`config.mk`:
```
export PLATFORM = sky130hd
export DESIGN_NAME = pixel_feed_scheduler
export DESIGN_NICKNAME = d
export VERILOG_FILES = /design/src/rtl/pixel_feed_scheduler.sv
export SDC_FILE = /design/constraint.sdc
export NUM_CORES = 1
export LEC_CHECK = 0
export BUFFER_PORTS_ARGS = -buffer_cell sky130_fd_sc_hd__clkbuf_2
export CAP_MARGIN = 20
export CORE_UTILIZATION = 43
export DETAILED_ROUTE_END_ITERATION = 6
export GPL_ROUTABILITY_DRIVEN = 1
export PLACE_DENSITY = 0.73
export SLEW_MARGIN = 25
export SYNTH_ARGS = -nofsm -noshare
export SYNTH_HDL_FRONTEND = slang
export SYNTH_SLANG_ARGS = --single-unit
export TNS_END_PERCENT = 5
```
`constraint.sdc`:
```
create_clock -name clk -period 1.45 [get_ports clk]
set_clock_uncertainty 0.05 [all_clocks]
set_input_delay 0.145 -clock clk [delete_from_list [all_inputs] [get_ports clk]]
set_output_delay 0.145 -clock clk [all_outputs]
set_load 0.01 [all_outputs]
```
`src/rtl/pixel_feed_scheduler.sv`:
```
// pixel_feed_scheduler
//
// Paces a stream of source pixels into a conv/pool layer, one square frame
// (ImageWidth*ImageWidth pixels) per frame_start request. Pixels are issued
// no closer than CyclesPerPixel cycles apart. After the last pixel the
// scheduler waits for the layer to report that pooling has finished, pulses
// frame_done and returns to idle.
//
// Ports
//   clk                 rising-edge clock
//   res_n               synchronous, active-high reset
//   frame_start         start one frame (honoured only when idle)
//   abort               cancel the current frame, no frame_done
//   src_valid/src_data  source pixel stream
//   src_ready           pixel accepted this cycle when src_valid is also high
//   layer_in_valid/data registered pixel strobe towards the layer
//   layer_pooling_done  layer has produced all of its pooling outputs
//   busy                scheduler is not idle
//   frame_done          one-cycle pulse when a frame completes
//   pix_count           pixels issued in the current frame
//   err_timeout         sticky drain-timeout flag
//
// Build option
//   PIXEL_FEED_SCHEDULER_TIMEOUT_EN  when defined, DRAIN gives up after
//   DrainTimeout cycles, sets err_timeout and returns to idle. When not
//   defined, err_timeout is tied low and DRAIN waits indefinitely.

module pixel_feed_scheduler #(
    parameter int BitSize        = 8,
    parameter int ImageWidth     = 16,
    parameter int CyclesPerPixel = 4,
    parameter int DrainTimeout   = 1024
) (
    input  logic                                            clk,
    input  logic                                            res_n,
    input  logic                                            frame_start,
    input  logic                                            abort,
    input  logic                                            src_valid,
    input  logic [BitSize-1:0]                              src_data,
    output logic                                            src_ready,
    output logic                                            layer_in_valid,
    output logic [BitSize-1:0]                              layer_in_data,
    input  logic                                            layer_pooling_done,
    output logic                                            busy,
    output logic                                            frame_done,
    output logic [$clog2(ImageWidth*ImageWidth+1)-1:0]      pix_count,
    output logic                                            err_timeout
);

    localparam int PixelsPerFrame = ImageWidth * ImageWidth;
    localparam int CountW         = $clog2(PixelsPerFrame + 1);
    localparam int PaceW          = (CyclesPerPixel > 1) ? $clog2(CyclesPerPixel) : 1;

    localparam logic [CountW-1:0] LastIndex  = CountW'(PixelsPerFrame - 1);
    localparam logic [PaceW-1:0]  PaceReload = PaceW'(CyclesPerPixel - 1);

    typedef enum logic [1:0] {
        IDLE,
        FEED,
        DRAIN,
        DONE
    } state_t;

    state_t             state;
    state_t             state_next;
    logic [PaceW-1:0]   pace_cnt;
    logic               accept;
    logic               last_pixel;
    logic               drain_expired;

    // Reset is folded into the handshake and busy so both read low for the
    // whole time reset is held, not only after the first edge.
    assign src_ready  = !res_n && (state == FEED) && (pace_cnt == '0);
    assign busy       = !res_n && (state != IDLE);

    // An abort in the same cycle as a handshake wins; the pixel is dropped.
    assign accept     = src_valid && src_ready && !abort;
    assign last_pixel = (pix_count == LastIndex);

`ifdef PIXEL_FEED_SCHEDULER_TIMEOUT_EN
    localparam int DrainW = $clog2(DrainTimeout + 1);

    logic [DrainW-1:0] drain_cnt;

    // Counts cycles spent in DRAIN; restarts from zero whenever DRAIN is left.
    always_ff @(posedge clk) begin
        if (res_n) begin
            drain_cnt <= '0;
        end else if (state == DRAIN) begin
            drain_cnt <= drain_cnt + 1'b1;
        end else begin
            drain_cnt <= '0;
        end
    end

    assign drain_expired = (state == DRAIN) && (drain_cnt == DrainW'(DrainTimeout - 1));

    // The error flag only clears on reset so software can see it after the
    // scheduler has already gone back to idle.
    always_ff @(posedge clk) begin
        if (res_n) begin
            err_timeout <= 1'b0;
        end else if (drain_expired && !layer_pooling_done && !abort) begin
            err_timeout <= 1'b1;
        end
    end
`else
    assign drain_expired = 1'b0;
    assign err_timeout   = 1'b0;
`endif

    // State register.
    always_ff @(posedge clk) begin
        if (res_n) begin
            state <= IDLE;
        end else begin
            state <= state_next;
        end
    end

    // Next-state logic. A late pooling_done still completes the frame even in
    // the cycle the drain timer would expire.
    always_comb begin
        state_next = state;
        case (state)
            IDLE: begin
                if (frame_start) begin
                    state_next = FEED;
                end
            end
            FEED: begin
                if (accept && last_pixel) begin
                    state_next = DRAIN;
                end
            end
            DRAIN: begin
                if (layer_pooling_done) begin
                    state_next = DONE;
                end else if (drain_expired) begin
                    state_next = IDLE;
                end
            end
            DONE: begin
                state_next = IDLE;
            end
            default: begin
                state_next = IDLE;
            end
        endcase
        if (abort && (state != IDLE)) begin
            state_next = IDLE;
        end
    end

    // Datapath: pixel register, pacing counter, pixel counter, done pulse.
    // Every route back to idle (completion, abort, timeout) clears the
    // counters, so a new frame always starts with pace_cnt at zero.
    always_ff @(posedge clk) begin
        if (res_n) begin
            pace_cnt       <= '0;
            pix_count      <= '0;
            layer_in_valid <= 1'b0;
            layer_in_data  <= '0;
            frame_done     <= 1'b0;
        end else begin
            layer_in_valid <= accept;
            if (accept) begin
                layer_in_data <= src_data;
            end
            frame_done <= (state == DRAIN) && (state_next == DONE);
            if (state_next == IDLE) begin
                pace_cnt  <= '0;
                pix_count <= '0;
            end else if (accept) begin
                pace_cnt  <= PaceReload;
                pix_count <= pix_count + 1'b1;
            end else if (pace_cnt != '0) begin
                pace_cnt <= pace_cnt - 1'b1;
            end
        end
    end

endmodule

```
## After elaboration in Yosys (flattened, before gate mapping)

Index checks and enable logic that the tools add are counted.
Widths: inputs -> output; s select.

| storage, ports and cells | value |
|---|---|
| register bits after elaboration | 23 |
| bits in latches | 0 |
| memory bits (writable) | 0 |
| ROM bits | 0 |
| bits of input ports | 14 |
| output and inout port bits | 22 |
| word-level logic and storage cells | 37 |
| memories | 0 |

| cells by class | value |
|---|---|
| add/sub/neg operators | 2 |
| multiply operators | 0 |
| divide/modulo/power cells | 0 |
| magnitude comparators | 0 |
| equality and inequality tests | 5 |
| shift-type cells | 0 |
| muxes and demuxes | 7 |
| bitwise gates (word level) | 0 |
| reductions and logical operators | 17 |

Operator list:

| operator | count |
|---|---|
| $mux 2 | 6 |
| $add 9x1->9 const B | 1 |
| $eq 9x8->1 const B | 1 |
| $logic_and 1x1->1 | 8 |
| $pmux 2 s4 | 1 |
| $eq 2x2->1 const B | 3 |
| $logic_not 2->1 | 3 |
| $reduce_bool 2->1 | 3 |
| $eq 2x1->1 const B | 1 |
| $logic_not 1->1 | 2 |
| $reduce_or 2->1 | 1 |
| $sub 2x1->2 const B | 1 |

## Logic depth before layout (Yosys ltp)

Gate-level depths: netlist (run 1).

| depth | value |
|---|---|
| depth in word-level cells | 11 |
| mapped depth | 9 |
| depth with buffers taken out | 7 |

## Worst setup path after synthesis (run 1)

Ideal clock, no wire load.

| timing | value |
|---|---|
| path type | register to register |
| start | register pace_cnt[0] |
| end | register layer_in_data[0] |
| setup time | 132 ps |
| arrival | 1308 ps |
| required time | 1268 ps |
| slack | -40 ps |
| cell stages (with the launch flop) | 10 |
| buffers on the path | 2 |
| path through | dfxtp_1 inv_1 ha_1 and4bb_1 buf_4 nand2_4 clkinv_4 buf_6 nand2_1 a21oi_1 |

| on the way | value |
|---|---|
| cells in the longest elaborated chain, start to end | 4 |

RTL lines:

| element | line | RTL |
|---|---|---|
| start: declaration | 66 | `logic [PaceW-1:0] pace_cnt;` |
| start signal: assignment | 175 | `pace_cnt <= PaceReload;` |
| start signal: assignment | 178 | `pace_cnt <= pace_cnt - 1'b1;` |
| $logic_not 2->1 | 73 | `assign src_ready = !res_n && (state == FEED) && (pace_cnt == '0);` |
| $logic_and 1x1->1 | 73 |  |
| via src_ready | 40 | `output logic src_ready,` |
| $logic_and 1x1->1 (2 in series) | 77 | `assign accept = src_valid && src_ready && !abort;` |
| end signal: assignment | 168 | `layer_in_data <= src_data;` |
| end: declaration | 42 | `output logic [BitSize-1:0] layer_in_data,` |

The timed path passes the listed nets, and every way through them passes these cells.
A chain may end at the register's enable or synchronous reset.

## Worst setup path after layout (run 1)

| timing | value |
|---|---|
| start | register pace_cnt[0] |
| end | output port src_ready |

| on the way | value |
|---|---|
| cells in the longest elaborated chain, start to end | 2 |

RTL lines:

| element | line |
|---|---|
| $logic_not 2->1 | 73 |
| $logic_and 1x1->1 | 73 |
| end: declaration | 40 |

No other way between the ends.

==> summary.md, run 1 <==
| Metric | Value |
|---|---|
| Status | `complete, but fails checks` |
| Violated checks | `negative setup slack` |
| CTS clock-pin slew for the worst setup and hold paths | `approximately 0.13 ns` |
| Pre-antenna DRT Iters | `4` |
| Routed wire length | `2360 um` |
| Die H | `between 50 and 60 um` |
| Port-buffer cells | `34` |
| Setup CP Type | `flop to output pin` |
| Most frequent cells in the layout | `clkbuf_2, nand2_1, dfxtp_1, buf_4, a21oi_1` |
| Row cnt | `17` |
| Area growth syn-to-layout | `44.8%` |
| Max rail drop VDD | `around 730 uV` |
| Core area | `between 0.002 and 0.0025 mm^2` |
| Die Wd | `just over 50 um` |
| Max Root-Sink Buffers | `2` |
| RSZ-0062 raised after global routing | `true` |
| Dpl hpwl | `approximately 1700 um` |
| CTS buffer count | `3` |
| Vias in the first global route | `just under 1k` |
| Sink Count | `23` |
| Wire per inst | `~12 um` |
| Synth Instances | `115` |
| Syn Nets | `132` |
| Initial Util | `between 40% and 50%` |
| Largest net degree at the start of global routing | `16` |
| Distinct cell type count after synthesis | `30` |
| CTS root buf | `clkbuf_4` |
| Commonest non-fill, non-tap cell in the layout | `clkbuf_2` |
| Vias per inst | `4.98` |
| Worst Path Arrival | `approximately 1.3 ns` |
| Post-synthesis sequential area ratio | `45.2%` |
| Total of max-cap violations | `0` |
| Cells after DPL | `185` |
| Period minus WS final | `~1.5 ns` |
| Fill cell count | `between 200 and 250` |
| 1st-iter DRT viols | `14` |
| Total power | `between 1 and 1.5 mW` |
| YS warnings | `0` |
| Lkg Pwr | `between 0.6 and 0.7 nW` |
| Final core utilization | `66.1%` |
| Final WS setup | `-0.0341 ns` |
| Syn Area/Cell | `between 8 and 9 um^2` |
| Final setup viols | `2` |
| Crit. End Element | `output pin` |
| ANT cells | `0` |
| Initial antenna violation count | `0` |
| CP required | `roughly 1.3 ns` |
| Setup TNS | `-0.0454 ns` |
| Worst Hold Class | `primary input to flop` |
| DR vias | `around 1000` |
| Hold_ws | `approximately 0.022 ns` |
| # DRC | `0` |
| Worst Hold Depth | `3` |
| Hold Vio Cnt, Final | `0` |
| Yosys reg bits | `23` |
| First-pass GRT wire length | `3960 um` |
| Placed inst area | `about 0.0013 mm^2` |
| GP Congestion | `approximately 0.77` |
| Layout cells sized above 1 | `between 30% and 40%` |
| Nets | `190` |
| CTS tree | `done` |
| Detail Route Antenna Nets | `0` |
| H-tree depth | `1` |
| Clk_lat worst skew | `between 0.3 and 0.4 ns` |
| Total track usage | `between 20 and 25%` |
| Die area | `between 0.002 and 0.003 mm^2` |
| Finished Layout Cells | `200` |
| Achievable Freq | `between 0.6 and 0.7 GHz` |
| R2r worst-path depth | `8` |
| Pwr Density | `between 700 and 800 mW/mm^2` |
| I/O pin total | `36` |
| Critical path launch point type | `flop` |
| Total grt overflow | `0` |
| Crit-path max FO | `2` |
| Synth Cell Area | `~0.001 mm^2` |
| Final slew viol count | `0` |
| Fin crit share | `102%` |
| Post-route cell area | `0.00148 mm^2` |
| Pre-CTS WS | `about 0.005 ns` |
[logic make-up (layout without fill, tap and decap cells)]
group	Yosys count	in the layout	share of synthesized area, %
other cells	1	1	0.368
flops	23	23	45.2
buf+inv	10	67	6.75
fa+ha+maj	3	3	3.68
simple gates	51	51	25.8
compound gates	19	19	11.4
xor+xnor	8	8	6.87
[synthesized netlist by cell type]
library cell / n / area share [%]
nor2_1: 12 / 4.4
nand2_1: 20 / 7.4
clkinv_4: 1 / 0.86
buf_4: 3 / 2.2
xor2_1: 7 / 6.0
a211oi_2: 1 / 1.2
or2b_1: 2 / 1.5
and4_1: 2 / 1.7
xnor2_1: 1 / 0.86
and2_1: 1 / 0.61
nand2b_1: 2 / 1.2
o21a_1: 1 / 0.74
dfxtp_1: 23 / 45
and4bb_1: 1 / 1.2
nand4_1: 4 / 2.5
and4b_1: 1 / 0.98
clkbuf_1: 1 / 0.37
a21oi_1: 13 / 6.4
a311oi_1: 1 / 0.86
nand2_4: 1 / 1.1
conb_1: 1 / 0.37
inv_1: 3 / 1.1
ha_1: 3 / 3.7
nor2b_1: 1 / 0.61
o21bai_1: 1 / 0.74
a21boi_0: 2 / 1.5
nand3_1: 2 / 0.98
buf_6: 2 / 2.2
nor4b_1: 1 / 0.86
and2b_1: 1 / 0.74
[power by group]
part / switching, mW / total [mW] / internal [mW]
Clock: 0.195 / 0.298 / 0.103
Combinational: 0.0720 / 0.150 / 0.0779
Sequential: 0.00752 / 0.649 / 0.642
[final timing paths]
path | startpoint | to | slack [ns]
setup reg to reg | pace_cnt[0] | state[0] | -0.01
hold / removal | src_data[0] | layer_in_data[0] | 0.02
hold reg to reg | layer_in_data[7] | layer_in_data[7] | 0.42
setup / recovery | pace_cnt[0] | src_ready | -0.03
[cell type report]
class	instances	area, um^2	area share [%]
Clock inverter	1	5.00	0.339
Timing Repair Buffer	59	393	26.6
Multi-Input combinational cell	82	529	35.8
Clock buffer	3	22.5	1.53
Inverter	4	27.5	1.86
Sequential cell	23	464	31.4
Tap cell	28	35.0	2.37
[state kept, by name, summed over array words and instances (netlist names)]
name	count
pix_count	9
pace_cnt	2
frame_done	1
layer_in_valid	1
state	2
layer_in_data	8
[worst max-delay path, cell delays in order, from the launching register on]
cell	delay, ns
dfxtp_2	0.36
inv_2	0.04
ha_4	0.15
and4bb_1	0.20
buf_6	0.12
buf_6	0.11
[timing repair]
item | in CTS | in global routing
resized for setup | 9 | 8
hold buffers | 7 | 0
buffers inserted | 4 | 1
endpoints found under the hold margin | 7 | 0
pin swaps | 2 | 7
setup endpoints to repair | 3 | 21
[metal layers]
metal	track usage [%]	routed length (um)	vias up	part of all wire, %
met4	4.17	7	0	0.30
li1	-	-	499	-
met3	3.64	90	2	3.8
met2	39.3	1290	33	55
met1	23.1	963	462	41
met5	0	0	-	0
No activity file was read; power rests on OpenSTA's default activity.
==> run 2, diff against run 1 <==
CELL_PAD_IN_SITES_DETAIL_PLACEMENT = 1   (was unset)
CELL_PAD_IN_SITES_GLOBAL_PLACEMENT = 1   (was unset)
CORE_ASPECT_RATIO = 0.5   (was unset)
CORE_UTILIZATION = 31   (was 43)
PLACE_DENSITY = unset   (was 0.73)
PLACE_DENSITY_LB_ADDON = 0.1   (was unset)
==> summary.md, run 2 (synthesis results as in run 1) <==
| Metric | Value |
|---|---|
| Biggest register | `pix_count` |
| Nets | `188 (-1.1%)` |
| Final core utilization | `50.6% (-15 points)` |
| WP depth | `9 (+4)` |
| CTS buffer count | `3 (unchanged)` |
| Met1 GRT Util | `20.0% (-3.1 points)` |
| Status | `complete, but fails checks` |
| Worst Hold Depth | `3 (unchanged)` |
| CP cell instances | `inv_2, ha_4, and4bb_2, buf_6, nand2_8, clkinv_8, buf_8, xnor2_4, nor2_2` |
| Max rail drop VDD | `475 uV (-35%)` |
| Achievable Freq | `0.648 GHz (-3.8%)` |
| Crit-path max FO | `6 (+4)` |
| Critical path launch point type | `flop` |
| Fin crit share | `106% (+4.1 points)` |
| CP required | `1.57 ns (+0.32 ns)` |
| Sink Count | `23 (unchanged)` |
| Top flop regs | `pix_count x9, layer_in_data x8` |
| Wire per inst | `13.2 um (+12%)` |
| Row cnt | `14 (-3)` |
| GRT met3 Usage | `6.89% (+3.3 points)` |
| Final setup viols | `14 (+12)` |
| # DRC | `0 (unchanged)` |
| Initial Util | `33.3% (-12 points)` |
| Pre-antenna DRT Iters | `4 (unchanged)` |
| Clk_lat worst skew | `0.27 ns (-0.04 ns)` |
| Hold buffer count at CTS | `0 (-7)` |
| Lkg Pwr | `0.653 nW (+2.3%)` |
| Max reg flops | `9 (unchanged)` |
| Global route hottest layer | `met2` |
| 1st-iter DRT viols | `5 (-9)` |
| Core area | `0.00307 mm^2 (+37%)` |
| Fill cell count | `379 (+87%)` |
| Die area | `0.00354 mm^2 (+38%)` |
| Total of max-cap violations | `0 (unchanged)` |
| Finished Layout Cells | `210 (+5.0%)` |
| H-tree depth | `1 (unchanged)` |
| CTS tree | `done` |
| Routed wire length | `2780 um (+18%)` |
| Largest net degree at the start of global routing | `15 (-1)` |
| CTS root buf | `clkbuf_8` |
| Critical path's slowest cell | `dfxtp_2` |
| Total grt overflow | `0 (unchanged)` |
| Die Wd | `83.1 um (+64%)` |
| Cells after DPL | `199 (+7.6%)` |
| First-pass GRT wire length | `4690 um (+18%)` |
| Largest stage delay on the critical path | `0.34 ns (-0.02 ns)` |
| Final WS setup | `-0.0933 ns (-0.0592 ns)` |
| Hold Vio Cnt, Final | `0 (unchanged)` |
| R2r worst-path depth | `9 (+1)` |
| Most frequent cells in the layout | `clkbuf_2, dfxtp_1, buf_4, nand2_1, a21oi_1` |
| Initial antenna violation count | `0 (unchanged)` |
| Worst Hold Class | `primary input to flop` |
| CTS clock-pin slew for the worst setup and hold paths | `0.09 ns (-0.04 ns)` |
| Vias per inst | `4.59 (-7.9%)` |
| Violated checks | `negative setup slack` |
| Max Root-Sink Buffers | `2 (unchanged)` |
| Crit. End Element | `flop` |
| Commonest non-fill, non-tap cell in the layout | `clkbuf_2` |
| RSZ-0062 raised after global routing | `true` |
| I/O pin total | `36 (unchanged)` |
| Post-route cell area | `0.00155 mm^2 (+5.1%)` |
| Area growth syn-to-layout | `52.1%` |
| Total track usage | `17.4% (-3.0 points)` |
| DR vias | `963 (-3.3%)` |
| Vias in the first global route | `996 (+2.5%)` |
| Period minus WS final | `1.54 ns (+0.0592 ns)` |
| Top cell family by delay on the critical path | `buffers and inverters` |
| Dpl hpwl | `1960 um (+18%)` |
| Setup CP Type | `flop to flop` |
| Pwr Density | `793 mW/mm^2 (+6.7%)` |
| M2 GR Usage | `31.0% (-8.3 points)` |
| Final slew viol count | `0 (unchanged)` |
| Placed inst area | `0.00133 mm^2 (+3.3%)` |
| Port-buffer cells | `34 (unchanged)` |
| Buf/Inv on CP | `4 (+1)` |
| GP Congestion | `0.689 (-10%)` |
| Layout cells sized above 1 | `48.8% (+9.3 points)` |
| ANT cells | `0 (unchanged)` |
| Detail Route Antenna Nets | `0 (unchanged)` |
| Worst Path Arrival | `1.66 ns (+0.37 ns)` |
| Die H | `42.6 um (-16%)` |
-- run 2: layout make-up --
class,count,area (um^2),share of cell area (%)
Multi-Input combinational cell,82,561,36.1
Inverter,4,27.5,1.77
Sequential cell,23,464,29.9
Tap cell,40,50.0,3.23
Clock inverter,1,7.51,0.484
Timing Repair Buffer,57,400,25.8
Clock buffer,3,41.3,2.66
-- run 2: routing by layer --
layer | wire length [um] | vias to the layer above
met1 | 1270 | 441
met3 | 157 | 4
met4 | 22 | 0
met5 | 0 | -
li1 | - | 491
met2 | 1330 | 27
-- run 2: power breakdown --
group | switching (mW) | internal [mW] | total [mW]
clock network | 0.228 | 0.195 | 0.422
registers | 0.00779 | 0.641 | 0.649
logic | 0.0791 | 0.0794 | 0.159
-- run 2: repair_timing --
action | 4_1_cts | 5_1_grt
setup buffers | 6 | 0
endpoints found under the setup margin | 15 | 19
resized for setup | 21 | 8
cloned | 1 | 0
pin swaps | 6 | 2
-- run 2: per-stage QoR --
stage / worst slack (ns) / hold WS [ns] / setup TNS [ns] / total power, mW
floorplan: 0.0193 / 0.231 / 0 / 0.732
global placement: -0.0289 / 0.320 / -0.154 / 0.780
detailed placement: -0.0163 / 0.326 / -0.0262 / 0.782
CTS: -0.0887 / 0.0245 / -0.383 / 1.24
global route: -0.165 / 0.0272 / -1.64 / 1.29
finish: -0.0933 / 0.0340 / -0.535 / 1.23
-- run 2: worst min-delay path, cell delays in order --
cell and delay (ns):
clkbuf_2 0.08, nand2_2 0.04, a21oi_1 0.04
-- run 2: final timing paths --
| kind | from | end | slack [ns] |
|---|---|---|---|
| hold reg to reg | layer_in_data[6] | layer_in_data[6] | 0.41 |
| setup / recovery | pace_cnt[0] | pix_count[0] | -0.09 |
| hold / removal | src_data[4] | layer_in_data[4] | 0.03 |
| setup reg to reg | pace_cnt[0] | pix_count[0] | -0.09 |
==> run 3, diff against run 2 <==
SKIP_LAST_GASP = 1   (was unset)
==> summary.md, run 3 (synthesis results as in run 1) <==
| Metric | Value |
|---|---|
| Fin crit share | `106% (-0.29 points)` |
| CTS clock-pin slew for the worst setup and hold paths | `0.09 ns (about the same)` |
| Die H | `42.6 um (unchanged)` |
| Hold Vio Cnt, Final | `0 (unchanged)` |
| CTS tree | `done` |
| Period minus WS final | `1.54 ns (-0.00417 ns)` |
| Layout cells sized above 1 | `44.7% (-4.1 points)` |
| Global route hottest layer | `met2` |
| Min-delay src | `src_data[4]` |
| Seq pwr share | `53.3% (+0.5 points)` |
| Detail Route Antenna Nets | `0 (unchanged)` |
| Final WS setup | `-0.0891 ns (+0.00417 ns)` |
| 1st-iter DRT viols | `2 (-3)` |
| Dpl hpwl | `1960 um (unchanged)` |
| Total grt overflow | `0 (unchanged)` |
| NetSw | `0.306 mW (-2.7%)` |
| Worst Hold Depth | `3 (unchanged)` |
| CP required | `1.57 ns (about the same)` |
| Switching power share of the total | `25.2% (-0.40 points)` |
| Area growth syn-to-layout | `49.3%` |
| R2r worst-path depth | `9 (unchanged)` |
| Finished Layout Cells | `210 (unchanged)` |
| Crit-path max FO | `6 (unchanged)` |
| Row cnt | `14 (unchanged)` |
| Violated checks | `negative setup slack` |
| Port-buffer cells | `34 (unchanged)` |
| Core area | `0.00307 mm^2 (unchanged)` |
| Biggest register | `pix_count` |
| Commonest non-fill, non-tap cell in the layout | `clkbuf_2` |
| Wire per inst | `12.7 um (-4.4%)` |
| Largest net degree at the start of global routing | `15 (unchanged)` |
| Initial antenna violation count | `0 (unchanged)` |
| Critical path launch point type | `flop` |
| Clock network power share | `34.4% (about the same)` |
| Clk_lat worst skew | `0.27 ns (about the same)` |
| Pre-antenna DRT Iters | `4 (unchanged)` |
| Max reg flops | `9 (unchanged)` |
| GRT met3 Usage | `6.50% (-0.39 points)` |
| CTS root buf | `clkbuf_8` |
| Top flop regs | `pix_count x9, layer_in_data x8` |
| R2R setup slack | `-0.09 ns (about the same)` |
| Total of max-cap violations | `0 (unchanged)` |
| RR Startpoint | `pace_cnt[0]` |
| ANT cells | `0 (unchanged)` |
| Final setup viols | `14 (unchanged)` |
| # DRC | `0 (unchanged)` |
| Achievable Freq | `0.650 GHz (+0.27%)` |
| Met1 GRT Util | `19.9% (-0.12 points)` |
| Pre-CTS WS | `-0.0163 ns (unchanged)` |
| Most frequent cells in the layout | `clkbuf_2, dfxtp_1, buf_4, nand2_1, a21oi_1` |
| Hold buffer count at CTS | `0 (unchanged)` |
| Hold_ws | `0.0372 ns (+0.00328 ns)` |
| Vias per inst | `4.60 (+0.31%)` |
| Total track usage | `17.0% (-0.43 points)` |
| Vias in the first global route | `984 (-1.2%)` |
| First-pass GRT wire length | `4600 um (-2.1%)` |
| Setup crit start | `pace_cnt[0]` |
| Die area | `0.00354 mm^2 (unchanged)` |
| RR Endpoint | `pix_count[0]` |
| Die Wd | `83.1 um (unchanged)` |
| Logic gate share of total power | `12.3% (-0.6 points)` |
| H-tree depth | `1 (unchanged)` |
| Hold worst-path end | `layer_in_data[4]` |
| Max rail drop VDD | `469 uV (-1.2%)` |
| RSZ-0062 raised after global routing | `true` |
| Setup CP Type | `flop to flop` |
| GP Congestion | `0.689 (unchanged)` |
| CTS buffer count | `3 (unchanged)` |
| I/O pin total | `36 (unchanged)` |
| Lkg Pwr | `0.648 nW (-0.78%)` |
| Final slew viol count | `0 (unchanged)` |
| Initial Util | `33.3% (unchanged)` |
| Worst Path Arrival | `1.66 ns (about the same)` |
| Pwr Density | `799 mW/mm^2 (+0.77%)` |
| Status | `complete, but fails checks` |
| Fill cell count | `383 (+1.1%)` |
| Sink Count | `23 (unchanged)` |
| Total power | `1.22 mW (-1.1%)` |
| M2 GR Usage | `30.3% (-0.66 points)` |
| Routed wire length | `2660 um (-4.4%)` |
| Nets | `188 (unchanged)` |
| Pint | `0.910 mW (-0.57%)` |
| Max Root-Sink Buffers | `2 (unchanged)` |
| Cells after DPL | `199 (unchanged)` |
| Worst Hold Class | `primary input to flop` |
| Crit. End Element | `flop` |
| DR vias | `966 (+0.31%)` |
[run 3: changes by cell type in the layout (fill, tap and decap cells not counted), sizes merged]
cell / change
buf: -1
clkbuf: +1
[run 3: power by group through the flow]
stage                     logic (mW)  registers (mW)  clock network, mW
after global placement         0.117           0.663                  0
after floorplan               0.0683           0.663                  0
after global routing           0.164           0.650              0.469
after CTS                      0.147           0.648              0.442
after detailed placement       0.120           0.663                  0
final                          0.149           0.649              0.418
[run 3: layer usage]
metal,share of wire [%],routed length (um)
met5,0,0
met4,0.26,7
met3,7.0,185
met2,48,1270
met1,45,1200
[run 3: layout make-up]
type                       instances  area, um^2  area share [%]
inverter                           4        27.5            1.81
clock inverter                     1        7.51           0.493
tap                               40        50.0            3.29
clock buffer                       3        41.3            2.71
sequential                        23         463            30.4
timing repair buffer              57         390            25.6
multi-input combinational         82         543            35.7
[run 3: metrics by stage]
step | TNS [ns] | cell area (um^2) | util, %
CTS | -0.457 | 1510 | 49.1
finish | -0.554 | 1520 | 49.7
global route | -2.25 | 1520 | 49.7
detailed placement | -0.0262 | 1330 | 43.3
global placement | -0.154 | 1330 | 43.3
floorplan | 0 | 1030 | -
[run 3: worst max-delay path by stage]
stage | to | slack [ns] | cells after the start
2_1_floorplan | layer_in_data[0] | 0.02 | 9
3_3_place_gp | pix_count[3] | -0.03 | 5
3_5_place_dp | pix_count[4] | -0.02 | 7
4_1_cts | pix_count[0] | -0.09 | 9
5_1_grt | pix_count[0] | -0.17 | 9
6_report | pix_count[0] | -0.09 | 9
[run 3: timing repair]
item | CTS | global route
gates cloned | 1 | 0
setup endpoints to repair | 15 | 20
setup buffers | 6 | 0
gates resized for setup | 17 | 3
hold endpoints to repair | 0 | 0
pin swaps | 3 | 2
[run 3: worst max-delay path, stage by stage (launching register included)]
cell	delay [ns]
dfxtp_2	0.34
inv_2	0.04
ha_4	0.15
and4bb_2	0.25
buf_6	0.13
nand2_8	0.08
clkinv_8	0.08
buf_8	0.13
xnor2_4	0.13
nor2_2	0.05
